<file path="src/rtl/ahb_regs.sv">
// AHB-Lite register slave for the cipher block: command pulses, key and data FIFO ports, status reads.
// Latency: the strobe and HRDATA appear one cycle after the accepted address phase. A bad access gets a 2-cycle ERROR.
// Backpressure: HREADY is low in ERR1. When AHB_REGS_FIFO_WAIT_EN is defined, HREADY is also low while a FIFO is blocked.
module ahb_regs (
  input  logic        HCLK,
  input  logic        HRESETn,
  input  logic        HSELx,
  input  logic [31:0] HADDR,
  input  logic [2:0]  HBURST,
  input  logic [3:0]  HPROT,
  input  logic [2:0]  HSIZE,
  input  logic [1:0]  HTRANS,
  input  logic        HWRITE,
  input  logic [31:0] HWDATA,
  input  logic        rcv_fifo_full,
  input  logic        rcv_fifo_empty,
  input  logic        tx_fifo_empty,
  input  logic [31:0] tx_word,
  output logic        rcv_enq_word,
  output logic        tx_deq_word,
  output logic        key_in,
  output logic        is_encrypt_pulse,
  output logic        is_decrypt_pulse,
  output logic        is_status,
  output logic [31:0] HRDATA,
  output logic        HREADY,
  output logic [1:0]  HRESP
);

  localparam logic [2:0] S_IDLE = 3'd0;
  localparam logic [2:0] S_DATA = 3'd1;
  localparam logic [2:0] S_ERR1 = 3'd2;
  localparam logic [2:0] S_ERR2 = 3'd3;
  localparam logic [2:0] S_WAIT = 3'd4;

  // Register classes. K_NONE marks an address that is not in the map.
  localparam logic [2:0] K_NONE = 3'd0;
  localparam logic [2:0] K_STAT = 3'd1;
  localparam logic [2:0] K_ENC  = 3'd2;
  localparam logic [2:0] K_DEC  = 3'd3;
  localparam logic [2:0] K_KEY  = 3'd4;
  localparam logic [2:0] K_IN   = 3'd5;
  localparam logic [2:0] K_OUT  = 3'd6;

  logic [2:0] r_state;
  logic [2:0] r_kind;
  logic [2:0] w_next_state;
  logic [2:0] w_kind;
  logic       w_accept;
  logic       w_bad;
  logic       w_blocked_addr;
  logic       w_blocked_wait;
  logic       w_data;

  // The bus fields that carry no meaning for this slave. The write data goes directly to the FIFO or key logic outside this block.
  wire w_unused = ^{HBURST, HPROT, HADDR[31:12], HWDATA};

  assign w_accept = HSELx && HTRANS[1] && HREADY;

  // Decode the address in the address phase. Direction and size errors are detected here, before the data phase.
  always_comb begin
    w_kind = K_NONE;
    if (HADDR[1:0] == 2'b00) begin
      if (HADDR[11:0] == 12'h000)      w_kind = K_STAT;
      else if (HADDR[11:0] == 12'h004) w_kind = K_ENC;
      else if (HADDR[11:0] == 12'h008) w_kind = K_DEC;
      else if (HADDR[11:4] == 8'h01)   w_kind = K_KEY;
      else if (HADDR[11:4] == 8'h02)   w_kind = K_IN;
      else if (HADDR[11:4] == 8'h03)   w_kind = K_OUT;
    end
    w_bad = (w_kind == K_NONE) || (HSIZE != 3'b010) ||
            (((w_kind == K_STAT) || (w_kind == K_OUT)) ? HWRITE : !HWRITE);
    w_blocked_addr = ((w_kind == K_IN) && rcv_fifo_full) || ((w_kind == K_OUT) && tx_fifo_empty);
    w_blocked_wait = ((r_kind == K_IN) && rcv_fifo_full) || ((r_kind == K_OUT) && tx_fifo_empty);
  end

  // Next-state logic. A new transfer can only be accepted in a state that drives HREADY high.
  always_comb begin
    w_next_state = S_IDLE;
    case (r_state)
      S_IDLE, S_DATA, S_ERR2: begin
        if (w_accept) begin
          if (w_bad)
            w_next_state = S_ERR1;
          else if (w_blocked_addr)
`ifdef AHB_REGS_FIFO_WAIT_EN
            w_next_state = S_WAIT;
`else
            w_next_state = S_ERR1;
`endif
          else
            w_next_state = S_DATA;
        end
      end
      S_ERR1:  w_next_state = S_ERR2;
      S_WAIT:  w_next_state = w_blocked_wait ? S_WAIT : S_DATA;
      default: w_next_state = S_IDLE;
    endcase
  end

  // State register and registered address-phase decode. Reset drops any transfer that is in progress.
  always_ff @(posedge HCLK) begin
    if (HRESETn) begin
      r_state <= S_IDLE;
      r_kind  <= K_NONE;
    end else begin
      r_state <= w_next_state;
      if (w_accept) r_kind <= w_kind;
    end
  end

  assign w_data           = (r_state == S_DATA);
  assign HREADY           = !((r_state == S_ERR1) || (r_state == S_WAIT));
  assign HRESP            = ((r_state == S_ERR1) || (r_state == S_ERR2)) ? 2'b01 : 2'b00;
  assign rcv_enq_word     = w_data && (r_kind == K_IN);
  assign tx_deq_word      = w_data && (r_kind == K_OUT);
  assign key_in           = w_data && (r_kind == K_KEY);
  assign is_encrypt_pulse = w_data && (r_kind == K_ENC);
  assign is_decrypt_pulse = w_data && (r_kind == K_DEC);
  assign is_status        = w_data && (r_kind == K_STAT);

  // Read data mux. HRDATA is zero outside a completing read data phase.
  always_comb begin
    HRDATA = 32'h0;
    if (w_data && (r_kind == K_STAT))
      HRDATA = {29'b0, rcv_fifo_full, rcv_fifo_empty, tx_fifo_empty};
    else if (w_data && (r_kind == K_OUT))
      HRDATA = tx_word;
  end

endmodule

</file>
<file path="config.mk">
export PLATFORM = sky130hd
export DESIGN_NAME = ahb_regs
export DESIGN_NICKNAME = d
export VERILOG_FILES = /design/src/rtl/ahb_regs.sv
export SDC_FILE = /design/constraint.sdc
export NUM_CORES = 1
export LEC_CHECK = 0
export ABC_AREA = 1
export CAP_MARGIN = 20
export CORE_MARGIN = 2
export CORE_UTILIZATION = 22
export DETAILED_ROUTE_END_ITERATION = 16
export PLACE_DENSITY = 0.9
export SYNTH_ARGS = -nofsm -noshare
export SYNTH_HDL_FRONTEND = slang
export SYNTH_SLANG_ARGS = --single-unit
export TNS_END_PERCENT = 30
</file>
<file path="constraint.sdc">
create_clock -name HCLK -period 2.3 [get_ports HCLK]
set_clock_uncertainty 0.1 [all_clocks]
set_input_delay 0.575 -clock HCLK [delete_from_list [all_inputs] [get_ports HCLK]]
set_output_delay 0.575 -clock HCLK [all_outputs]
set_load 0.005 [all_outputs]
</file>
Word-level counts from Yosys, hierarchy flattened. Cells that the tools add are included.

Word-level logic and storage cells: 63. Register bits: 6.

Equal/unequal tests: 19. Muxes and demuxes: 16. Reductions and logical operators: 26.

Operator list (count): $mux 32 (2); $mux 3 (8); $eq 3x3->1 const B (6); $eq 8x2->1 const B (2); $eq 12x3->1 const B (1); $eq 12x4->1 const B (1); $eq 3x2->1 const B (4); $logic_and 1x1->1 (12); $logic_not 12->1 (1); $eq 3x1->1 const B (3); $pmux 3 s3 (1); $eq 8x1->1 const B (1); $logic_or 1x1->1 (7); $logic_not 3->1 (2); $mux 2 (3); $ne 3x2->1 const B (1); $reduce_or 3->1 (1); $logic_not 1->1 (2); $logic_not 2->1 (1); $mux 1 (2).

Logic depth before layout (Yosys ltp).
Depth after elaboration: 15. Gate-level depth with buffers: 14. Gate-level depth less buffers: 14.

Worst setup path after synthesis. No wires, ideal clock.

Path type: reg2out. Start: register r_state[2]. End: output port HRDATA[13]. Arrival: 1.252 ns. Path buffers: 2. Cell stages (with the launch flop): 8. Required time: 1.625 ns. Slack: 0.373 ns. Path through: dfxtp_1 -> nor3_1 -> inv_2 -> nor2_4 -> inv_2 -> buf_6 -> buf_6 -> nor2_1.

Longest elaborated chain between the ends: 4. Elaborated cells on any way between the ends: 5. Classes of those cells: eq/ne: 1; mux: 2; reduce/logical: 2.

Ends and longest elaborated chain: start, declared (RTL line 45) `logic [2:0] r_state;`; start signal, assigned (RTL line 107) `r_state <= w_next_state;`; $eq 3x1->1 (RTL line 112) `assign w_data = (r_state == S_DATA);`; $logic_and 1x1->1; net tx_deq_word (RTL line 20) `output logic tx_deq_word,`; $mux 32 (RTL line 127) `else if (w_data && (r_kind == K_OUT))`; $mux 32 (RTL line 125) `if (w_data && (r_kind == K_STAT))`; end, declared (RTL line 25) `output logic [31:0] HRDATA,`.

The timed path passes the listed nets, and every way through them passes these cells.

Worst setup path in the final report.
Start: register r_state[0]. End: output port HRDATA[13].

Longest elaborated chain between the ends: 4. Elaborated cells on any way between the ends: 5. Classes of those cells: eq/ne: 1; mux: 2; reduce/logical: 2.

Ends and longest elaborated chain (RTL line): $eq 3x1->1 * (112); $logic_and 1x1->1 (127); $mux 32 (127); $mux 32 * (125).

Every way passes the cells marked *; elsewhere a longest branch is shown, timed or not.

==> results.tsv <==
stage	metric	value	unit
yosys	synth top area cells	inv_1, nor2_1, dfxtp_1	
placed_design	Post-DP HPWL	3.08	mm
grt	antenna violations before repair	0	
drt	Routed WL	3.68	mm
drt	vias per inst	4.21	
yosys	top cell type by total area after synthesis	inv_1	
clock_network	H-tree depth	1	
yosys	Top FF cell, synth	dfxtp_1	
drt	post-route ant nets	0	
sta	Tmin final	2.27	ns
floorplan	die area	0.00478	mm²
sta	Fmax	441	MHz
yosys	register area share after synthesis	12.9	%
yosys	syn nets	291	
sta	setup violators final	0	
sta	final period utilization	98.5	%
outcome	run status	finished clean	
flow_run	# Max-Cap Violations	0	
yosys	Commonest cells post-synth	inv_1, nor2_1, nand2_1	
sta	final hold viol count	0	
clock_network	CTS Buf Count	3	
critical_path	CP Launch Type	flop	
critical_path	CP arrival	1.59	ns
power_and_ir_drop	Max rail drop VDD	104	µV
yosys	synthesized cell area	933	µm²
floorplan	Initial Utilization	23.2	%
critical_path	CP Capture Type	output pin	
placed_design	gp weighted congestion	0.750	
yosys	Syn Inst Count	176	
placed_design	placed cell count	328	
sta	fin. max-slew vios	0	
floorplan	# IOs	156	
drt	DR vias	1405	
critical_path	Critical Path RT	1.62	ns
yosys	#FFs+latches synth	6	
clock_network	root buffer cell	clkbuf_8	
cells_and_area	nets@finish	401	
grt	number of global-route vias before repair	1347	
yosys	Post-synth EDFFs	0	
yosys	asr flop ratio synth	0	%
cells_and_area	layout cells sized above 1	30.3	%
grt	largest net degree at the start of global routing	16	
cells_and_area	Final Util	49.2	%
grt	first-pass GRT wire length	5.87	mm
cells_and_area	area delta synth->final	112	%
critical_path	CP Class	flop to output pin	
critical_path	CP Max Fanout	14	
drt	Starting DRT DRC Count	31	
power_and_ir_drop	pwr dens	232	mW/mm²
clock_network	Max Buffers Root-to-Sink	2	
drt	Routed WL per cell	11.0	µm
cells_and_area	Layout Cells excl Fill	334	
floorplan	Die Span Y	69.1	µm
cells_and_area	antenna diode count	0	
clock_network	Sink Count	6	
grt	gr usage total	15.2	%
clock_network	clk_lat worst skew	0.23	ns
cells_and_area	fill count	402	
yosys	top-count cell post-synth	inv_1	
sta	Hold Slack	0.530	ns
floorplan	die width	69.1	µm
floorplan	Core ar.	0.00403	mm²
worst_hold_path	worst hold path type	flop to flop	
yosys	post-synth cell types	29	
clock_network	CTS tree	done	
floorplan	row count	23	
placed_design	Port Buffers	94	
yosys	share of Yosys cell area claimed by the top area cell type	19.3	%
grt	GR Overflow Total	0	
power_and_ir_drop	total power	460	µW
clock_network	Clock transition at path regs	0.04	ns
yosys	Yosys warning count	0	
drt	DRC Markers	0	
power_and_ir_drop	Pleak	0.00114	µW
drt	Pre-antenna DRT Iters	4	
sta	RSZ-0062 raised after global routing	true	
yosys	Avg Inst Size Synth	5.30	µm²
## report_power, final
group	total (µW)	switching, µW	internal [µW]
combinational	184	66.4	117
clock	162	48.9	113
sequential	115	3.71	111
## state kept, by name, summed over array words and instances (netlist names)
signal   count
r_kind       3
r_state      3
## critical path, cell delays in order (launching register included)
cell and delay (ns):
dfxtp_2 0.32, inv_1 0.06, nor3_4 0.21, inv_2 0.08
nor2_4 0.11, buf_4 0.12, buf_12 0.11, inv_6 0.06
nor2_1 0.08, clkdlybuf4s15_1 0.20
## layout make-up
class | count | area [µm²] | share of cell area, %
Tap cell | 50 | 62.6 | 3.15
Multi-Input combinational cell | 111 | 608 | 30.7
Clock buffer | 3 | 41.3 | 2.08
Sequential cell | 6 | 124 | 6.25
Timing Repair inverter | 1 | 8.76 | 0.442
Inverter | 55 | 214 | 10.8
Timing Repair Buffer | 108 | 925 | 46.6
## path summary, 6_finish.rpt
check / slack [ns] / cells past startpoint / to / startpoint
worst min register to register: 0.53 / 4 / r_state[2]$_SDFF_PP0_ / r_state[0]$_SDFF_PP0_
worst max register to register: 0.72 / 10 / r_kind[2]$_SDFFE_PP0P_ / r_state[1]$_SDFF_PP0_
worst min-delay path: 0.53 / 4 / r_state[2]$_SDFF_PP0_ / r_state[0]$_SDFF_PP0_
worst max-delay path: 0.03 / 9 / HRDATA[13] / r_state[0]$_SDFF_PP0_
## layout by cell type, fill, tap and decap left out, types with 3 or more instances in the layout
| master | netlist | layout |
|---|---|---|
| dlygate4sd2_1 | 0 | 5 |
| nor2_2 | 10 | 11 |
| clkbuf_8 | 0 | 3 |
| inv_1 | 48 | 47 |
| nand3_1 | 4 | 4 |
| nor2_4 | 3 | 3 |
| dfxtp_2 | 0 | 3 |
| nand2_1 | 23 | 22 |
| buf_4 | 1 | 13 |
| nor2_1 | 34 | 33 |
| o21ai_0 | 4 | 4 |
| nand2_4 | 3 | 3 |
| dfxtp_1 | 6 | 3 |
| clkbuf_2 | 0 | 27 |
| nand3b_1 | 3 | 3 |
| clkdlybuf4s50_1 | 0 | 55 |
| nand2_2 | 4 | 5 |
| inv_2 | 6 | 6 |
| nor3_2 | 1 | 4 |
| nor4_1 | 3 | 3 |
| a21oi_1 | 5 | 4 |
| dlymetal6s2s_1 | 0 | 5 |
## repair_timing
item                                    in CTS  in global routing
setup buffers                                1                  1
endpoints found under the setup margin      38                  7
hold buffers                                 0                  0
gates resized for setup                     43                 70
gates cloned                                 1                  0
pin swaps                                    2                  4
## per-layer routing
metal | vias to the layer above | track usage [%] | share of wire, % | wire [µm]
met4 | 0 | 5.88 | 1.4 | 50
li1 | 726 | - | - | -
met1 | 596 | 13.6 | 37 | 1360
met2 | 79 | 27.0 | 46 | 1700
met3 | 4 | 10.1 | 15 | 564
met5 | - | 0 | 0 | 0
## through the flow
stage | worst slack (ns) | area [µm²] | setup TNS, ns
after floorplan | 0.373 | 933 | 0
after global placement | -0.199 | 1990 | -2.45
after detailed placement | -0.204 | 1990 | -4.82
after CTS | -0.106 | 2050 | -0.106
after global routing | -0.0932 | 1980 | -0.138
final | 0.0344 | 1980 | 0
## cells by family (layout without fill, tap and decap cells)
| group | after synthesis | after routing | synth area share, % |
|---|---|---|---|
| simple gates | 95 | 95 | 51.3 |
| compound gates | 15 | 15 | 9.65 |
| buf+inv | 59 | 167 | 25.7 |
| other cells | 1 | 1 | 0.402 |
| flops | 6 | 6 | 12.9 |
Power figures use the tool's default switching activity.
